## src/rtl/la_split3_pkg.sv

```systemverilog
// Shared constants for the three-way stream splitter: destination
// encodings and the width of the illegal-beat counter.
package la_split3_pkg;

  typedef enum logic [1:0] {
    DEST_A   = 2'd0,
    DEST_B   = 2'd1,
    DEST_C   = 2'd2,
    DEST_ILL = 2'd3
  } dest_e;

  localparam int ERRCNT_W = 8;

endpackage : la_split3_pkg

```

## src/rtl/la_split3_slot.sv

```systemverilog
// One-entry register slice for a single output leg of la_split3.
// Holds one beat; supports pop-and-refill on the same edge so a consumer
// holding ready high sees one beat per cycle.
module la_split3_slot #(
  parameter int DW = 8
) (
  input  logic          clk,
  input  logic          nreset,
  input  logic          wr,
  input  logic [DW-1:0] wdata,
  output logic          valid,
  output logic [DW-1:0] data,
  input  logic          ready,
  output logic          can_accept
);

  // Slot can take a beat when empty, or when its current beat leaves this edge.
  assign can_accept = ~valid | ready;

  // Slot state and payload; a write wins over a pop so pop+write refills.
  always_ff @(posedge clk) begin
    // NOTE: sequential state uses non-blocking assignments so every register
    // samples pre-edge values regardless of statement order.
    if (!nreset) begin
      valid <= 1'b0;
      // NOTE: the payload register is reset too, because the observable
      // data output must read zero after reset, not just the valid bit.
      data  <= '0;
    end else if (wr) begin
      valid <= 1'b1;
      data  <= wdata;
    end else if (valid && ready) begin
      valid <= 1'b0;
    end
  end

endmodule : la_split3_slot

```

## src/rtl/la_split3.sv

```systemverilog
// Three-way registered stream splitter. Each input beat is steered by its
// 2-bit destination into one of three one-entry output slots (a, b, c);
// beats tagged with the illegal destination are dropped and counted.
module la_split3
  import la_split3_pkg::*;
#(
  parameter int    DW   = 8,
  parameter string PROP = "DEFAULT"
) (
  input  logic                clk,
  input  logic                nreset,
  input  logic                in_valid,
  input  logic [1:0]          in_dest,
  input  logic [DW-1:0]       in_data,
  output logic                in_ready,
  output logic                a_valid,
  output logic [DW-1:0]       a_data,
  input  logic                a_ready,
  output logic                b_valid,
  output logic [DW-1:0]       b_data,
  input  logic                b_ready,
  output logic                c_valid,
  output logic [DW-1:0]       c_data,
  input  logic                c_ready,
  output logic                err,
  output logic [ERRCNT_W-1:0] errcnt
);

  // PROP is an implementation tag only; both branches are deliberately empty.
  if (PROP == "DEFAULT") begin : g_prop_default
  end else begin : g_prop_custom
  end

  logic a_can, b_can, c_can;
  logic accept;
  logic wr_a, wr_b, wr_c, wr_ill;

  // Ready depends only on destination, slot state and consumer ready.
  always_comb begin
    // NOTE: default assignment first so no path through the case leaves
    // in_ready unassigned and infers a latch.
    in_ready = 1'b1;
    case (in_dest)
      DEST_A:  in_ready = a_can;
      DEST_B:  in_ready = b_can;
      DEST_C:  in_ready = c_can;
      default: in_ready = 1'b1;
    endcase
  end

  assign accept = in_valid & in_ready;
  assign wr_a   = accept & (in_dest == DEST_A);
  assign wr_b   = accept & (in_dest == DEST_B);
  assign wr_c   = accept & (in_dest == DEST_C);
  assign wr_ill = accept & (in_dest == DEST_ILL);

  la_split3_slot #(.DW(DW)) u_slot_a (
    .clk(clk), .nreset(nreset), .wr(wr_a), .wdata(in_data),
    .valid(a_valid), .data(a_data), .ready(a_ready), .can_accept(a_can)
  );

  la_split3_slot #(.DW(DW)) u_slot_b (
    .clk(clk), .nreset(nreset), .wr(wr_b), .wdata(in_data),
    .valid(b_valid), .data(b_data), .ready(b_ready), .can_accept(b_can)
  );

  la_split3_slot #(.DW(DW)) u_slot_c (
    .clk(clk), .nreset(nreset), .wr(wr_c), .wdata(in_data),
    .valid(c_valid), .data(c_data), .ready(c_ready), .can_accept(c_can)
  );

  // Sticky error flag and saturating count of dropped illegal beats.
  always_ff @(posedge clk) begin
    if (!nreset) begin
      err    <= 1'b0;
      errcnt <= '0;
    end else if (wr_ill) begin
      err <= 1'b1;
      if (errcnt != '1) errcnt <= errcnt + 1'b1;
    end
  end

endmodule : la_split3

```

## config.mk

```make
export PLATFORM = sky130hd
export DESIGN_NAME = la_split3
export DESIGN_NICKNAME = d
export VERILOG_FILES = /design/src/rtl/la_split3_pkg.sv /design/src/rtl/la_split3_slot.sv /design/src/rtl/la_split3.sv
export SDC_FILE = /design/constraint.sdc
export NUM_CORES = 1
export LEC_CHECK = 0
export CAP_MARGIN = 20
export CORE_MARGIN = 2
export CORE_UTILIZATION = 45
export CTS_BUF_LIST = sky130_fd_sc_hd__clkbuf_4 sky130_fd_sc_hd__clkbuf_8
export CTS_CLUSTER_DIAMETER = 40
export DETAILED_ROUTE_END_ITERATION = 7
export GPL_TIMING_DRIVEN = 0
export PLACE_DENSITY = 0.91
export SLEW_MARGIN = 10
export SYNTH_ARGS = -nofsm -noshare
export SYNTH_HDL_FRONTEND = slang
export SYNTH_SLANG_ARGS = --single-unit
```

## constraint.sdc

```tcl
create_clock -name clk -period 1.8 [get_ports clk]
set_clock_uncertainty 0.1 [all_clocks]
set_input_delay 0.27 -clock clk [delete_from_list [all_inputs] [get_ports clk]]
set_output_delay 0.27 -clock clk [all_outputs]
set_load 0.01 [all_outputs]
```

==> flow_summary.json <==
{
  "h-tree-depth": 2,
  "num_vias": 1241,
  "setup_viol": 0,
  "ys_ff_latch": 36,
  "pwr-share-comb_pct": 12.6,
  "ctsLongestPathBuffers": 2,
  "synthXorXnorAreaFrac_pct": 0.622,
  "insertion_delay_ns": 0.33,
  "synth-edff-count": 0,
  "drt_first_iter_violations": 36,
  "swShare_pct": 25.6,
  "worstSetupStartpointType": "primary input",
  "yosys-top-cells-area": "dfxtp_1, mux2i_1, nor2_1",
  "status": "finished clean",
  "antenna_found_initial": 0,
  "synth_fa_ha_area_share_pct": 0.888,
  "r2r_cells": 4,
  "ys.warnings.count": 0,
  "numPortBuffers": 52,
  "period_needed_ns": 1.76,
  "crit_type": "primary input to flop",
  "tightestPinTransition_ns": 0.538,
  "die_x_um": 60.0,
  "syn_nets": 163,
  "power_per_cell_area_nw_per_um2": 709,
  "synth_top_cell_area_share_pct": 51.2,
  "antenna_left": 0,
  "synth_mux_area_share_pct": 18.5,
  "gr-total-overflow": 0,
  "ys.flop_type": "dfxtp_1",
  "start_util_pct": 46.9,
  "nNetsFinal": 222,
  "cts_root_buffer": "clkbuf_4",
  "synth_common_cells": "dfxtp_1, nor2_1, mux2i_1",
  "syn_area_um2": 1410,
  "synth_top_family_by_area": "simple AND/OR/NAND/NOR gates",
  "placedCellCount": 231,
  "antenna_cells": 0,
  "synthArstFlopShare_pct": 0,
  "rows": 20,
  "syn_area_per_cell_um2": 9.65,
  "clk_pin_slew_ns": 0.11,
  "required_ns": 1.97,
  "finalNonFillerCells": 239,
  "min_delay_worst_endpoint": "err",
  "synth-compound-area-share_pct": 4.80,
  "die_area_um2": 3590,
  "hold_depth": 2,
  "finalCritPeriodShare_pct": 97.5,
  "reg2reg_to": "errcnt[5]",
  "drive_gt1_share_pct": 8.74,
  "grt_max_degree": 13,
  "gp_congestion": 0.858,
  "yosysSeqAreaShare_pct": 51.2,
  "grt_pass1_vias": 1095,
  "grt_pass1_wl_um": 4910,
  "p_seq_share_pct": 57.9,
  "final.fill_count": 247,
  "synth_cells": 146,
  "avgRoutedWirePerCell_um": 13.1,
  "cts_tree": "built",
  "drt_pass1_iterations": 4,
  "hold_start": "err",
  "clock-sinks": 36,
  "die_h_um": 60.0,
  "relSlewSlack_pct": 64.1,
  "p_leak_nw": 0.805,
  "ys_types": 30,
  "viasPerCell": 5.19,
  "maxCapViolations": 0,
  "yosys.area.top_type": "dfxtp_1",
  "cp_max_fo": 7,
  "wl_um": 3120,
  "p_switching_uw": 368,
  "area_growth_pct": 44.1,
  "arrival_ns": 1.93,
  "rsz0062_at_grt": "no",
  "startpoint": "in_dest[1]",
  "hpwl_um": 2240,
  "peakVddDrop_v": 0.000478,
  "rr_startpoint": "errcnt[2]",
  "grt_use_total_pct": 18.5,
  "ios": 53,
  "drc": 0,
  "final_hold_viol_count": 0,
  "cts_made_buffers": 5,
  "coreArea_um2": 3000,
  "fin_util_pct": 67.6,
  "synthSimpleGateAreaFrac_pct": 22.3,
  "critPathCaptureType": "flop",
  "max_freq_ghz": 0.570,
  "min-delay-path-class": "flop to flop",
  "hold_buffers": 0,
  "p_int_mw": 1.07,
  "reg2reg_slack_ns": 0.18,
  "power_frac_clock_pct": 29.5,
  "drv_slew": 0
}
-- area by class of cell --
cell class                 count  area, µm²  share of cell area, %
clock inverter                 3       18.8                  0.925
sequential                    36        722                   35.6
inverter                       1       3.75                  0.185
buffer                         5       21.3                   1.05
tap                           33       41.3                   2.03
multi-input combinational    104        671                   33.0
clock buffer                   5       37.5                   1.85
timing repair buffer          52        514                   25.3
-- worst max-delay path: stages --
cell and delay, ns:
clkdlybuf4s50_1 0.60, nand3_2 0.13, or2_1 0.28, or4_1 0.50, a21oi_1 0.14
-- power groups by stage --
stage | combinational [mW] | sequential [mW] | clock, mW
after CTS | 0.183 | 0.833 | 0.433
after global routing | 0.196 | 0.837 | 0.466
after global placement | 0.179 | 0.851 | 0
after detailed placement | 0.183 | 0.851 | 0
final | 0.182 | 0.833 | 0.424
after floorplan | 0.0669 | 0.861 | 0
-- cell usage in the layout (no fill, tap or decap), types with 4 or more instances in the layout --
cell | synthesis | routed
nor2_1 | 36 | 36
nor3_1 | 4 | 4
a21oi_1 | 5 | 5
clkdlybuf4s50_1 | 0 | 50
mux2i_1 | 26 | 26
dfxtp_1 | 36 | 35
clkbuf_4 | 0 | 5
nand2_1 | 6 | 6
-- layer usage --
metal | global-route usage (%) | routed length, µm | vias up
li1 | - | - | 615
met1 | 23.1 | 1400 | 584
met2 | 29.3 | 1440 | 37
met3 | 4.76 | 226 | 5
met4 | 9.52 | 63 | 0
met5 | 0 | 0 | -
-- what timing repair did --
action,in CTS,in global routing
setup endpoints to repair,1,2
setup buffers,0,0
resized for setup,5,2
-- stage by stage --
step           hold WS (ns)  setup TNS, ns  setup WS [ns]  power, mW  cell area, µm²
3_3_place_gp          0.351          -3.02         -0.355       1.03            1970
5_1_grt               0.420              0        0.00722       1.50            2030
3_5_place_dp          0.364          -3.45         -0.371       1.03            1970
2_1_floorplan         0.314              0          0.248      0.928            1410
4_1_cts               0.391              0         0.0452       1.45            2020
6_report              0.384              0         0.0448       1.44            2030
-- worst max path at each step --
stage                      to  slack (ns)
finish              errcnt[5]        0.04
global route         in_ready       0.007
CTS                 errcnt[3]        0.05
detailed placement   in_ready       -0.37
global placement     in_ready       -0.35
floorplan           errcnt[5]        0.25
-- state kept, by name (all words and copies together), names as in the netlist --
signal	cells
err	1
errcnt	8
u_slot_a.data	8
u_slot_a.valid	1
u_slot_b.data	8
u_slot_b.valid	1
u_slot_c.data	8
u_slot_c.valid	1
-- cells by family after synthesis --
family	Yosys count
adders and majority gates	1
muxes	26
xor gates and xnor gates	1
buffers and inverters	6
and+or+nand+nor	65
AOI/OAI and AO/OA	11
DFF	36
No activity file was read; power rests on OpenSTA's default activity.
